`src/rtl/fetch_prefetch_unit.sv`:
```
// Instruction-fetch stage with an in-order prefetch buffer.
// Pipelined word requests go to imem. Returned {pc, instruction} pairs are queued and handed
// to decode through a valid/ready handshake. A redirect flushes the queue and discards any
// response still outstanding.
module fetch_prefetch_unit #(
    parameter int unsigned     XLEN     = 32,
    parameter int unsigned     DEPTH    = 4,
    parameter int unsigned     MAX_OUT  = 2,
    parameter logic [XLEN-1:0] RESET_PC = '0
) (
    input  logic            clk,
    input  logic            rst,
    input  logic            redirect,
    input  logic [XLEN-1:0] redirect_addr,
    output logic            request,
    output logic [XLEN-1:0] address_out,
    output logic [3:0]      mask,
    output logic            we_re,
    input  logic            valid,
    input  logic [XLEN-1:0] instruction_fetch,
    output logic            inst_valid,
    input  logic            inst_ready,
    output logic [XLEN-1:0] instruction,
    output logic [XLEN-1:0] pc_out,
    output logic [XLEN-1:0] pre_address_pc
);

    localparam int unsigned     PtrW    = $clog2(DEPTH);
    localparam int unsigned     CntW    = PtrW + 1;
    localparam logic [CntW:0]   DepthC  = (CntW + 1)'(DEPTH);
    localparam logic [CntW-1:0] MaxOutC = CntW'(MAX_OUT);

    logic [XLEN-1:0] fetch_pc_q, fetch_pc_d;
    logic [XLEN-1:0] resp_pc_q, resp_pc_d;
    logic [CntW-1:0] count_q, count_d;
    logic [CntW-1:0] inflight_q, inflight_d;
    logic [CntW-1:0] drop_q, drop_d;
    logic [PtrW-1:0] rd_ptr_q, rd_ptr_d;
    logic [PtrW-1:0] wr_ptr_q, wr_ptr_d;

    logic [XLEN-1:0] pc_mem  [DEPTH];
    logic [XLEN-1:0] ins_mem [DEPTH];

    logic            issue;
    logic            push;
    logic            pop;
    logic [XLEN-1:0] target_pc;

    // Low address bits of a redirect target are forced to zero.
    logic unused_addr_lsbs;
    assign unused_addr_lsbs = ^redirect_addr[1:0];
    assign target_pc        = {redirect_addr[XLEN-1:2], 2'b00};

    // Issue credit counts both buffered and in-flight words, so every response has a slot.
    always_comb begin
        issue = !rst && !redirect && (inflight_q < MaxOutC) &&
                (({1'b0, count_q} + {1'b0, inflight_q}) < DepthC);
        push  = valid && (drop_q == '0) && !redirect;
        pop   = inst_valid && inst_ready && !redirect;
    end

    // Next-state for fetch/response PCs, occupancy, credits and stale-response drops.
    always_comb begin
        fetch_pc_d = fetch_pc_q;
        resp_pc_d  = resp_pc_q;
        count_d    = count_q;
        drop_d     = drop_q;
        rd_ptr_d   = rd_ptr_q;
        wr_ptr_d   = wr_ptr_q;
        inflight_d = inflight_q + CntW'(issue) - CntW'(valid);
        if (redirect) begin
            fetch_pc_d = target_pc;
            resp_pc_d  = target_pc;
            count_d    = '0;
            rd_ptr_d   = '0;
            wr_ptr_d   = '0;
            // inflight_q already includes pending drops: every outstanding response
            // becomes stale, minus the one consumed this cycle.
            drop_d     = inflight_q - CntW'(valid);
        end else begin
            if (issue) begin
                fetch_pc_d = fetch_pc_q + XLEN'(4);
            end
            if (push) begin
                resp_pc_d = resp_pc_q + XLEN'(4);
                wr_ptr_d  = wr_ptr_q + PtrW'(1);
            end
            if (pop) begin
                rd_ptr_d = rd_ptr_q + PtrW'(1);
            end
            count_d = count_q + CntW'(push) - CntW'(pop);
            if (valid && (drop_q != '0)) begin
                drop_d = drop_q - CntW'(1);
            end
        end
    end

    // Control state register with synchronous reset.
    always_ff @(posedge clk) begin
        if (rst) begin
            fetch_pc_q <= RESET_PC;
            resp_pc_q  <= RESET_PC;
            count_q    <= '0;
            inflight_q <= '0;
            drop_q     <= '0;
            rd_ptr_q   <= '0;
            wr_ptr_q   <= '0;
        end else begin
            fetch_pc_q <= fetch_pc_d;
            resp_pc_q  <= resp_pc_d;
            count_q    <= count_d;
            inflight_q <= inflight_d;
            drop_q     <= drop_d;
            rd_ptr_q   <= rd_ptr_d;
            wr_ptr_q   <= wr_ptr_d;
        end
    end

    // Buffer storage; contents are only meaningful while counted as occupied.
    always_ff @(posedge clk) begin
        if (push) begin
            pc_mem[wr_ptr_q]  <= resp_pc_q;
            ins_mem[wr_ptr_q] <= instruction_fetch;
        end
    end

    // Outputs: imem request fields and the buffer head.
    always_comb begin
        request        = issue;
        address_out    = fetch_pc_q;
        mask           = 4'b1111;
        we_re          = 1'b0;
        inst_valid     = !rst && (count_q != '0);
        instruction    = ins_mem[rd_ptr_q];
        pc_out         = pc_mem[rd_ptr_q];
        pre_address_pc = pc_mem[rd_ptr_q] + XLEN'(4);
    end

endmodule
```
`config.mk`:
```
export PLATFORM = sky130hd
export DESIGN_NAME = fetch_prefetch_unit
export DESIGN_NICKNAME = d
export VERILOG_FILES = /design/src/rtl/fetch_prefetch_unit.sv
export SDC_FILE = /design/constraint.sdc
export NUM_CORES = 1
export LEC_CHECK = 0
export ABC_CLOCK_PERIOD_IN_PS = 3900
export BUFFER_PORTS_ARGS = -buffer_cell sky130_fd_sc_hd__buf_2
export CORE_MARGIN = 10
export CORE_UTILIZATION = 41
export CTS_BUF_LIST = sky130_fd_sc_hd__clkbuf_8
export DETAILED_ROUTE_END_ITERATION = 8
export REMOVE_ABC_BUFFERS = 1
export SLEW_MARGIN = 5
export SYNTH_ARGS = -nofsm -noshare
export SYNTH_HDL_FRONTEND = slang
export SYNTH_SLANG_ARGS = --single-unit
```
`constraint.sdc`:
```
create_clock -name clk -period 3.9 [get_ports clk]
set_clock_uncertainty 0.1 [all_clocks]
set_input_delay 0.78 -clock clk [delete_from_list [all_inputs] [get_ports clk]]
set_output_delay 0.78 -clock clk [all_outputs]
set_load 0.02 [all_outputs]
```
# Yosys cells after proc, flatten, opt, wreduce, memory -nomap -nowiden
# Memories as Yosys holds them, arrays and structs flattened. A register that Yosys moved wholly into a read port is not among the register bits.
# Cells that the tools add are included.
[word_totals]
reg_bits = 77
ramBits = 256
input_bits = 69
output_inout_bits = 135
elab_cells = 55
memories = 2
[memory_table]
columns = ["memory", "depth", "width", "read_ports", "rd_clocked_by_memory_dff", "write_ports", "line", "source"]
rows = [
  ["ins_mem", 4, 32, 1, 1, 1, "42", "logic [XLEN-1:0] ins_mem [DEPTH];"],
  ["pc_mem", 4, 32, 1, 1, 1, "41", "logic [XLEN-1:0] pc_mem [DEPTH];"],
]
[classes]
n_addsub = 12
magnitude_cmp = 2
mux = 12
n_reduce_logical = 18
[op_table]
columns = ["operator", "n"]
rows = [
  ["$mux 32", 4],
  ["$add 32x3->32 const B", 3],
  ["$logic_and 1x1->1", 9],
  ["$sub 3x1->3", 3],
  ["$mux 2", 4],
  ["$add 3x1->3", 2],
  ["$mux 3", 2],
  ["$reduce_bool 2->1", 3],
  ["$reduce_bool 3->1", 2],
  ["$add 2x1->2 const B", 2],
  ["$add 3x3->4", 1],
  ["$lt 4x3->1 const B", 1],
  ["$logic_not 3->1", 1],
  ["$lt 3x2->1 const B", 1],
  ["$sub 3x1->3 const B", 1],
  ["$logic_not 1->1", 2],
  ["$mux 1", 2],
  ["$reduce_or 2->1", 1],
]

# Depth between registers and ports, before layout
[depth]
ltp_word = 6
depth_mapped = 14
mapped_depth_nobuf = 12

# Least setup slack after synthesis
# No wires, ideal clock.
[synth_timing]
path_kind = "input port to flip-flop"
from = "input port redirect"
to = "memory ins_mem[2][0] (enable)"
setup_ns = 0.427
arrival_ns = 2.945
setup_slack_ns = 0.428
stages = 4
n_path_buf = 2
cell_sequence = "inv_2 -> clkbuf_1 -> clkbuf_1 -> and3_1"
[synth_between]
elab_chain_len = 4
[synth_lines]
columns = ["element", "line", "source"]
rows = [
  ["start, declared", "13", "input logic redirect,"],
  ["$logic_not 1->1", "58", "push = valid && (drop_q == '0) && !redirect;"],
  ["$logic_and 1x1->1", "58", ""],
  ["$mux 1", "121", "if (push) begin"],
  ["$mux 1 (not written as such)", "123", "ins_mem[wr_ptr_q] <= instruction_fetch;"],
  ["end, declared", "42", ""],
]
# No other way between the ends.

==> metrics.cfg <==
[route]
vias=8735
vias_per_cell=5.22
wl_per_cell_microns=20.0
routed_wl_mm=33.4
drc=0
drt_iter0_markers=505
final_antenna_net_count=0
drt-pass1-iter-count=6

[timing]
hold_violations=0
period_minus_slack_ns=3.74
tightest_slew_ns=1.06
setup_viol=0
post-route-period-util_pct=95.8
rsz0062_at_grt=false
maxSlewViolCount=0
slew_headroom_pct=29.3
max_freq_ghz=0.268

[worst_setup_path]
worstSetupPathType=reg2out
crit-reg2reg-launch=inflight_q[2]$_SDFF_PP0_
critPathArrivalTime_ns=2.86
crit_path_start_kind=flop
required_ns=3.02
worstPathMaxFanout=6
cp-end-kind=output port

[grt]
grt_max_degree=63
grt_use_met3_pct=3.96
use_met2_pct=25.7
gr-total-overflow=0
busiest_layer=met2
grt_use_total_pct=15.8
gr-usage-met1_pct=20.6
grt_pass1_wl_mm=51.8
antenna_found_initial=0
grt_pass1_vias=9076

[placed_design]
routabilityCongestion=0.811
portBuffers=190
hpwl_mm=22.5

[layout]
fin_util_pct=49.7
nets=1272
drive_above_1_share_pct=31.9
syn_to_final_growth_pct=19.8
antennaDiodeCount=0

[clocking]
cts.sinks=323
cts_root_buf=clkbuf_8
numCtsBuffers=54
h-tree-depth=2
clk_latency_ns=0.59
cts_tree=done
cts.path.max_buffers=3
postCtsHoldBufs=0
clkTransAtPathRegs_ns=0.06

[worst_hold_path]
min_path_type=in2reg
min_from=instruction_fetch[25]

[yosys]
ys_seq_elements=323
yosysWarnings=0
yosysTopAreaCellShare_pct=53.7
ys.flop_type=edfxtp_1
syn_inst=947
avgSynthCellArea_sq_um=14.6
syn_area_sq_mm=0.0139
synth_top_area_cell=edfxtp_1
synth.distinct_cells=64
synth_most_common_cell=edfxtp_1
synthTopCellsByCount=edfxtp_1, dfxtp_1, nand2_1
ys_seq_area_share_pct=64.5
async_reset_ff_share_pct=0
synth_edf_count=248
ys_top_cells_by_area=edfxtp_1, dfxtp_1, mux4_2

[power]
swShare_pct=25.0
p_leak_nw=5.90
internal_power_mw=5.68
switching_power_mw=1.89
seq_power_share_pct=52.0
peakVddDrop_mv=0.209
finalPower_mw=7.57
clockPowerShare_pct=37.8
p_comb_share_pct=10.2
powerDensity_mw_per_mm2=455

[floorplan]
die_area_sq_mm=0.0416
std_cell_rows=67
fp.dieH_microns=204
die_w_microns=204
core_region_area_sq_mm=0.0334
ios=204
initial_utilization_pct=41.5

[status]
status=finished, final reports clean

[run]
maxCapViolCount=0

metal layers:
layer / share of wire (%) / vias to the layer above
met5: 0 / -
met4: 1.8 / 0
met3: 5.9 / 49
met2: 48 / 220
met1: 45 / 4346
li1: - / 4120
worst max-delay path: stages (launching register included):
cell,delay [ns]
dfxtp_4,0.38
buf_12,0.15
mux4_2,0.42
nand4_4,0.18
or4_4,0.50
nor4_4,0.28
xor2_1,0.19
buf_4,0.17
through the flow:
step / TNS [ns] / hold slack (ns) / cells / area, sq um / setup slack, ns
floorplan: -67.41 / 0.375 / 893 / 13600 / -2.02
global placement: 0 / 0.389 / 1559 / 15300 / 0.437
detailed placement: 0 / 0.407 / 1559 / 15300 / 0.410
CTS: 0 / 0.267 / 1664 / 16500 / 0.00511
global route: 0 / 0.286 / 1674 / 16600 / 0.00653
finish: 0 / 0.323 / 1674 / 16600 / 0.163
layout make-up:
class | instances | area, sq um
Tap cell | 448 | 561
Fill cell | 2942 | 16800
Clock buffer | 64 | 881
Clock inverter | 35 | 175
Sequential cell | 323 | 8960
Inverter | 25 | 93.8
Multi-Input combinational cell | 545 | 4550
Timing Repair Buffer | 234 | 1410
power by group through the flow:
stage	Clock, mW	Sequential, mW	Combinational (mW)
6_report	2.86	3.94	0.775
5_1_grt	3.12	3.95	0.857
4_1_cts	2.97	3.94	0.785
3_5_place_dp	0	4.01	0.777
3_3_place_gp	0	4.00	0.770
2_1_floorplan	0	4.01	0.456
worst paths after layout:
| path | depth (start not counted) | endpoint | slack (ns) |
|---|---|---|---|
| worst min register to register | 2 | address_out[3]$_SDFFE_PP0P_ | 0.42 |
| worst max register to register | 8 | address_out[26]$_SDFFE_PP0P_ | 1.10 |
| worst min-delay path | 1 | ins_mem[0][25]$_DFFE_PP_ | 0.32 |
| worst max-delay path | 7 | pre_address_pc[31] | 0.16 |
placed cells by master (no fill, tap or decap), types with 3 or more instances in the layout:
cell type,count
a211oi_1,15
a21oi_1,32
a311oi_1,3
a31oi_1,22
a41oi_1,3
and2_1,10
and3_1,14
and4_1,9
buf_12,8
buf_2,188
buf_4,33
buf_6,3
clkbuf_8,64
clkinv_1,9
clkinv_2,3
conb_1,11
dfxtp_1,73
edfxtp_1,248
ha_1,18
inv_1,41
inv_2,3
mux2_2,4
mux4_1,3
mux4_2,59
nand2_1,58
nand3_1,32
nand4_1,24
nand4b_1,3
nor2_1,47
nor3_1,18
nor3b_1,4
nor4_1,5
o211ai_1,5
o21a_1,4
o21ai_0,22
o21bai_1,5
or3_1,12
or4_1,4
xnor2_1,45
xor2_1,14
sequential cells by signal (all words and copies together) (netlist names), named ones only:
name / count
drop_q: 3
pc_mem: 120
inflight_q: 3
address_out: 30
wr_ptr_q: 2
count_q: 3
ins_mem: 128
rd_ptr_q: 2
resp_pc_q: 30
cell families (layout without fill, tap and decap cells):
family | after synthesis | in the layout | share of synthesized area (%)
xor gates and xnor gates | 59 | 59 | 3.72
AOI/OAI and AO/OA | 121 | 121 | 5.49
DFF | 323 | 323 | 64.5
and+or+nand+nor | 267 | 267 | 10.5
muxes | 67 | 67 | 10.6
buffers and inverters | 88 | 358 | 3.19
adders and majority gates | 20 | 20 | 1.91
other | 2 | 11 | 0.0541
repair_timing:
item | in CTS | in global routing
endpoints found under the setup margin | 22 | 7
setup buffers | 6 | 9
cloned | 0 | 1
gates resized for setup | 3 | 16
(Power assumes the default switching activity.)
